**config.mk**
```make
export PLATFORM = sky130hd
export DESIGN_NAME = ddr2_wr_burst_fifo
export DESIGN_NICKNAME = d
export VERILOG_FILES = /design/src/rtl/ddr2_wr_burst_fifo.sv
export SDC_FILE = /design/constraint.sdc
export NUM_CORES = 2
export LEC_CHECK = 0
export ABC_AREA = 0
export BUFFER_PORTS_ARGS = -buffer_cell sky130_fd_sc_hd__buf_2
export CORE_MARGIN = 1
export CORE_UTILIZATION = 45
export DETAILED_ROUTE_END_ITERATION = 10
export HOLD_SLACK_MARGIN = 0.1
export SETUP_SLACK_MARGIN = 0.02
export SLEW_MARGIN = 20
export SYNTH_ARGS = -nofsm -noshare
export SYNTH_HDL_FRONTEND = slang
export SYNTH_SLANG_ARGS = --single-unit
```
**constraint.sdc**
```tcl
create_clock -name clk -period 7 [get_ports clk]
set_input_delay 1.4 -clock clk [delete_from_list [all_inputs] [get_ports clk]]
set_output_delay 1.4 -clock clk [all_outputs]
set_load 0.02 [all_outputs]
```
**src/rtl/ddr2_wr_burst_fifo.sv**
```systemverilog
// ddr2_wr_burst_fifo: single-clock write-data FIFO with a built-in burst reader for the DDR2 write path.
// Define WR_FIFO_FWFT_EN for first-word-fall-through output; otherwise reads have 1-cycle registered latency.
module ddr2_wr_burst_fifo #(
    parameter int DATA_WIDTH    = 64,
    parameter int ADDR_WIDTH    = 5,
    parameter int WRITE_BURST   = 8,
    parameter int AFULL_THRESH  = (2**ADDR_WIDTH) - 2,
    parameter int AEMPTY_THRESH = 1,
    parameter int PEMPTY_THRESH = WRITE_BURST
) (
    input  logic                  clk,
    input  logic                  reset_n,
    input  logic [DATA_WIDTH-1:0] data_in,
    input  logic                  wr_fifo,
    input  logic                  rd_fifo,
    input  logic                  burst_req,
    output logic [DATA_WIDTH-1:0] data_out,
    output logic                  dout_vd,
    output logic                  burst_busy,
    output logic                  burst_last,
    output logic                  full,
    output logic                  empty,
    output logic                  almost_full,
    output logic                  almost_empty,
    output logic                  prog_empty,
    output logic                  burst_rdy,
    output logic [ADDR_WIDTH:0]   count,
    output logic                  overflow,
    output logic                  underflow
);
    localparam int DEPTH      = 2**ADDR_WIDTH;
    localparam int ONE        = 1;
    localparam int BEAT_MAX_I = WRITE_BURST - 1;

    localparam logic [ADDR_WIDTH:0]   C_DEPTH     = DEPTH[ADDR_WIDTH:0];
    localparam logic [ADDR_WIDTH:0]   C_AFULL     = AFULL_THRESH[ADDR_WIDTH:0];
    localparam logic [ADDR_WIDTH:0]   C_AEMPTY    = AEMPTY_THRESH[ADDR_WIDTH:0];
    localparam logic [ADDR_WIDTH:0]   C_PEMPTY    = PEMPTY_THRESH[ADDR_WIDTH:0];
    localparam logic [ADDR_WIDTH:0]   C_BURST     = WRITE_BURST[ADDR_WIDTH:0];
    localparam logic [ADDR_WIDTH:0]   C_CNT_ONE   = ONE[ADDR_WIDTH:0];
    localparam logic [ADDR_WIDTH-1:0] C_PTR_ONE   = ONE[ADDR_WIDTH-1:0];
    localparam logic [ADDR_WIDTH-1:0] C_BEAT_INIT = BEAT_MAX_I[ADDR_WIDTH-1:0];

    typedef enum logic [1:0] {S_IDLE, S_BURST, S_TAIL} state_t;

    state_t                r_state;
    logic [DATA_WIDTH-1:0] r_mem [DEPTH];
    logic [ADDR_WIDTH-1:0] r_wr_ptr;
    logic [ADDR_WIDTH-1:0] r_rd_ptr;
    logic [ADDR_WIDTH-1:0] r_beat;
    logic [ADDR_WIDTH:0]   r_count;
    logic [DATA_WIDTH-1:0] r_data_out;
    logic                  r_dout_vd;
    logic                  r_busy;
    logic                  r_last;
    logic                  r_ovf;
    logic                  r_unf;

    logic w_full;
    logic w_empty;
    logic w_burst_rdy;
    logic w_rd_req;
    logic w_rd_acc;
    logic w_wr_acc;
    logic w_burst_go;
    logic w_ram_wr;

    assign w_full      = (r_count == C_DEPTH);
    assign w_empty     = (r_count == '0);
    assign w_burst_rdy = (r_count >= C_BURST);

    // In BURST the engine reads every cycle; manual reads are only honoured in IDLE.
    assign w_rd_req   = (r_state == S_BURST) || ((r_state == S_IDLE) && rd_fifo);
    assign w_rd_acc   = w_rd_req && !w_empty;
    assign w_wr_acc   = wr_fifo && (!w_full || w_rd_acc);
    assign w_burst_go = (r_state == S_IDLE) && burst_req && w_burst_rdy;

`ifdef WR_FIFO_FWFT_EN
    logic w_ram_empty;
    logic w_out_load;

    // The output register holds the head word and is part of count, so the RAM holds count - dout_vd.
    assign w_ram_empty = (r_count == {{ADDR_WIDTH{1'b0}}, r_dout_vd});
    assign w_out_load  = !r_dout_vd || w_rd_acc;
    assign w_ram_wr    = w_wr_acc && !(w_out_load && w_ram_empty);

    always_ff @(posedge clk or negedge reset_n) begin
        if (!reset_n) begin
            r_data_out <= '0;
            r_dout_vd  <= 1'b0;
            r_rd_ptr   <= '0;
        end else if (w_out_load) begin
            if (!w_ram_empty) begin
                r_data_out <= r_mem[r_rd_ptr];
                r_dout_vd  <= 1'b1;
                r_rd_ptr   <= r_rd_ptr + C_PTR_ONE;
            end else if (w_wr_acc) begin
                r_data_out <= data_in;
                r_dout_vd  <= 1'b1;
            end else begin
                r_dout_vd  <= 1'b0;
            end
        end
    end
`else
    assign w_ram_wr = w_wr_acc;

    always_ff @(posedge clk or negedge reset_n) begin
        if (!reset_n) begin
            r_data_out <= '0;
            r_dout_vd  <= 1'b0;
            r_rd_ptr   <= '0;
        end else begin
            r_dout_vd <= w_rd_acc;
            if (w_rd_acc) begin
                r_data_out <= r_mem[r_rd_ptr];
                r_rd_ptr   <= r_rd_ptr + C_PTR_ONE;
            end
        end
    end
`endif

    always_ff @(posedge clk) begin
        if (w_ram_wr) begin
            r_mem[r_wr_ptr] <= data_in;
        end
    end

    always_ff @(posedge clk or negedge reset_n) begin
        if (!reset_n) begin
            r_wr_ptr <= '0;
            r_count  <= '0;
            r_ovf    <= 1'b0;
            r_unf    <= 1'b0;
        end else begin
            if (w_ram_wr) begin
                r_wr_ptr <= r_wr_ptr + C_PTR_ONE;
            end
            case ({w_wr_acc, w_rd_acc})
                2'b10:   r_count <= r_count + C_CNT_ONE;
                2'b01:   r_count <= r_count - C_CNT_ONE;
                default: r_count <= r_count;
            endcase
            r_ovf <= wr_fifo && w_full && !w_rd_acc;
            r_unf <= w_rd_req && w_empty;
        end
    end

    // Standard mode needs a TAIL cycle so burst_last/busy line up with the registered last word.
    always_ff @(posedge clk or negedge reset_n) begin
        if (!reset_n) begin
            r_state <= S_IDLE;
            r_beat  <= '0;
            r_busy  <= 1'b0;
            r_last  <= 1'b0;
        end else begin
            case (r_state)
                S_IDLE: begin
                    if (w_burst_go) begin
                        r_state <= S_BURST;
                        r_beat  <= C_BEAT_INIT;
                        r_busy  <= 1'b1;
`ifdef WR_FIFO_FWFT_EN
                        r_last  <= (C_BEAT_INIT == '0);
`endif
                    end
                end
                S_BURST: begin
                    if (r_beat == '0) begin
`ifdef WR_FIFO_FWFT_EN
                        r_state <= S_IDLE;
                        r_busy  <= 1'b0;
                        r_last  <= 1'b0;
`else
                        r_state <= S_TAIL;
                        r_last  <= 1'b1;
`endif
                    end else begin
                        r_beat <= r_beat - C_PTR_ONE;
`ifdef WR_FIFO_FWFT_EN
                        r_last <= (r_beat == C_PTR_ONE);
`endif
                    end
                end
                S_TAIL: begin
                    r_state <= S_IDLE;
                    r_busy  <= 1'b0;
                    r_last  <= 1'b0;
                end
                default: begin
                    r_state <= S_IDLE;
                    r_busy  <= 1'b0;
                    r_last  <= 1'b0;
                end
            endcase
        end
    end

    assign data_out     = r_data_out;
    assign dout_vd      = r_dout_vd;
    assign burst_busy   = r_busy;
    assign burst_last   = r_last;
    assign full         = w_full;
    assign empty        = w_empty;
    assign almost_full  = (r_count >= C_AFULL);
    assign almost_empty = (r_count <= C_AEMPTY);
    assign prog_empty   = (r_count < C_PEMPTY);
    assign burst_rdy    = w_burst_rdy;
    assign count        = r_count;
    assign overflow     = r_ovf;
    assign underflow    = r_unf;

endmodule

```
==> reports/results.md <==
• setup TNS: 0 ns
• type of the most critical hold path: reg2reg
• number of filler cells placed in the layout: 14100
• Power Density: 409 nW/µm²
• type of destination of the critical path: flip-flop
• signal arrival time at the worst endpoint: 4.68 ns
• Static Leakage: 29.5 nW
• number of max-slew violations in the final report: 0
• number of remaining DRC errors: 0
• overflow left after global routing: 0
• cell at the root of the clock tree: sky130_fd_sc_hd__clkbuf_16
• skew final: 0.0357 ns
• total CTS buffers: 212
• Synthesis Warnings: 0
• Die Width: 429 µm
• gp weighted congestion: 0.791
• vias in the first global route: 39800
• total power of the final layout: 37.8 mW
• chip height: 429 µm
• CTS tree: yes
• Avg WL per Cell: 31.3 µm
• portion of the post-synthesis area used by sequential elements: 77.8%
• post-layout minimum cycle time: 4.22 ns
• Post-synth EDFFs: 2048
• data required time at the worst endpoint: 7.47 ns
• area of the placeable core: 181000 µm²
• fraction of final layout cells with drive strength greater than 1: 25.1%
• Max Clock Freq: 237 MHz
• total number of placement rows: 156
• power share of the sequential group: 41.7%
• number of vias per cell after detailed routing: 5.98
• async set-or-reset flop fraction in the synthesized netlist: 4.30%
• IO Count: 150
• Net Count, Synth: 3919
• total via count after detailed routing: 39600
• most repeated cell in the gate-level netlist after synthesis: sky130_fd_sc_hd__edfxtp_1
• Port Buf Inserts: 149
• Post-CTS Setup Inserts: 0
• setup violators final: 0
• first-pass GRT wire length: 296000 µm
• cells resized by post-CTS repair: 0
• area added between synthesis and finish: 12.7%
• crit share post-route: 60.2%
• max-cap check violation count: 0
• switching power as a share of total power: 32.1%
• sum of net half-perimeters after detailed placement: 118000 µm
• final layout net count: 4147
• Die Footprint: 184000 µm²
• average cell area after synthesis: 21.4 µm²
• run status: finished, final reports clean
• Max Root-Sink Buffers: 3
• level count of the clock H-tree: 4
• setup repair after global routing missed its margin: false
• Initial Util: 45.3%
• final hold violation count: 0
• cell area after synthesis: 82000 µm²
• number of DRC markers in iteration 0: 4207
• number of antenna repair diodes: 0
• total track usage: 22.5%
• crit path max fanout: 27
• cts hold-fix bufs: 0
• most common library cells after synthesis: sky130_fd_sc_hd__edfxtp_1, sky130_fd_sc_hd__mux4_2, sky130_fd_sc_hd__mux2i_1
• P_sw: 12.1 mW
• critical path startpoint category: flip-flop
• part of the power in combinational logic: 28.9%
• cell accounting for the most synthesized area: sky130_fd_sc_hd__edfxtp_1
• clock latency on the worst-skew pair: 0.86 ns
• prevailing post-synth register cell: sky130_fd_sc_hd__edfxtp_1
• top area cells in the synthesized netlist: sky130_fd_sc_hd__edfxtp_1, sky130_fd_sc_hd__mux4_2, sky130_fd_sc_hd__dfrtp_1
• slew of the pin with the lowest slew margin: 1.14 ns
• detailed-routing iteration count for the pre-antenna-repair pass: 5
• total clock sinks: 2140
• Post-Synthesis Cells: 3839
• count of cell types in the netlist: 53
• proportion of power drawn by the clock network: 29.4%
• number of antenna violations at the first check in global routing: 3
• area share of the largest cell type after synthesis: 75.0%
• Post-Route WL: 207000 µm
• register bit count reported by yosys: 2140
• worst setup path category: reg2reg
• Internal: 25.7 mW
• VDD IR max: 0.329 mV
• antenna-violating nets left: 0
• Max-slew headroom: 23.9%
• pin count of the biggest net entering global routing: 122
• clk slew on worst S/H paths: 0.06 ns
==> flip-flops by register name, indices dropped and copies added (netlist names), 2 cells and up <==
signal / flops
data_out: 64
r_wr_ptr: 5
count: 6
r_state: 2
r_mem: 2048
r_rd_ptr: 5
r_beat: 5
==> per-layer routing <==
metal | vias up | wire [µm] | global-route usage [%]
li1 | 16500 | - | -
met1 | 21400 | 86200 | 31.2
met2 | 1422 | 104000 | 37.4
met3 | 273 | 12400 | 3.49
met4 | 0 | 4880 | 5.86
met5 | - | 0 | 0
==> final cells by class <==
| type | instances | area, µm² | area share, % |
|---|---|---|---|
| inverters | 16 | 65.1 | 0.0704 |
| repair buffers | 243 | 1710 | 1.86 |
| clock buffers | 287 | 5730 | 6.20 |
| multi-input cells | 1454 | 17000 | 18.4 |
| clock inverters | 111 | 1070 | 1.16 |
| flip-flops and latches | 2140 | 63800 | 69.1 |
| well taps | 2370 | 2970 | 3.21 |
==> power groups by stage <==
stage	Combinational (mW)	Sequential [mW]	Clock, mW
CTS	11.1	15.8	11.3
finish	10.9	15.8	11.1
detailed placement	11.0	16.1	0
global route	11.6	15.8	11.8
global placement	11.0	16.0	0
floorplan	7.39	15.9	0
==> logic make-up (layout without fill, tap and decap cells) <==
logic type      count (synthesis)  in the layout  share of synthesized area [%]
simple gates                  245            245                           1.40
compound gates                515            515                           4.36
fa+ha+maj                      11             11                          0.168
xor+xnor                       15             15                          0.160
mux                           668            668                           14.3
buf+inv                       245            657                           1.75
flops                        2140           2140                           77.8
==> final timing paths <==
kind                                 from            to  slack, ns  cells after the start
worst max-delay path             count[1]  r_mem[0][55]       2.78                      7
worst min-delay path            r_beat[4]    r_state[1]       0.49                      1
worst max register to register   count[1]  r_mem[0][55]       2.78                      7
worst min register to register  r_beat[4]    r_state[1]       0.49                      1
max in group asynchronous         reset_n   r_rd_ptr[2]       4.88                      2
min in group asynchronous         reset_n    burst_last       0.53                      1
==> layout by cell type (no fill, tap or decap), types with 12 or more instances in the layout <==
master                      netlist  routed
sky130_fd_sc_hd__nand2b_1        29      26
sky130_fd_sc_hd__a21boi_0        26      26
sky130_fd_sc_hd__buf_12           1      17
sky130_fd_sc_hd__mux2i_1        197     197
sky130_fd_sc_hd__a22o_1          12      12
sky130_fd_sc_hd__mux4_2         397     397
sky130_fd_sc_hd__o21ai_1         26      26
sky130_fd_sc_hd__a221oi_1        35      35
sky130_fd_sc_hd__bufinv_16        0      15
sky130_fd_sc_hd__o22ai_1         52      52
sky130_fd_sc_hd__clkbuf_8         0      12
sky130_fd_sc_hd__o21ai_0         35      35
sky130_fd_sc_hd__clkinv_2         0      29
sky130_fd_sc_hd__clkinv_1         0      44
sky130_fd_sc_hd__buf_2           75     148
sky130_fd_sc_hd__clkbuf_1        67      62
sky130_fd_sc_hd__buf_4           37      74
sky130_fd_sc_hd__a22oi_1        136     136
sky130_fd_sc_hd__nor2_4           1      34
sky130_fd_sc_hd__mux2_2          74      74
sky130_fd_sc_hd__o22a_1          49      49
sky130_fd_sc_hd__a31oi_1         35      35
sky130_fd_sc_hd__nand2_1         50      50
sky130_fd_sc_hd__edfxtp_1      2048    2048
sky130_fd_sc_hd__inv_1           15      15
sky130_fd_sc_hd__a311oi_1        24      24
sky130_fd_sc_hd__a21oi_1         78      78
sky130_fd_sc_hd__nor2_1         109      76
sky130_fd_sc_hd__clkbuf_16        0     213
sky130_fd_sc_hd__dfrtp_1         92      87
==> worst max-delay path: stages, from the launching register on <==
cell and delay (ns):
sky130_fd_sc_hd__dfrtp_1 0.46, sky130_fd_sc_hd__inv_1 0.12, sky130_fd_sc_hd__ha_1 0.20, sky130_fd_sc_hd__nor3b_2 0.18, sky130_fd_sc_hd__a41oi_2 0.55, sky130_fd_sc_hd__nand2_1 0.64, sky130_fd_sc_hd__nor2_4 1.04, sky130_fd_sc_hd__buf_4 0.56
==> stage by stage <==
| step | hold WS [ns] | area [µm²] | util, % | setup WS, ns | std cells |
|---|---|---|---|---|---|
| detailed placement | 0.485 | 85600 | 47.3 | 2.03 | 6222 |
| global route | 0.521 | 92400 | 51.1 | 2.54 | 6621 |
| global placement | 0.458 | 85500 | 47.3 | 2.09 | 6219 |
| finish | 0.495 | 92400 | 51.1 | 2.78 | 6621 |
| CTS | 0.477 | 92400 | 51.1 | 2.69 | 6620 |
| floorplan | 0.439 | 82000 | - | 1.67 | 3839 |
Note: power is estimated with default switching activity, not from simulation.
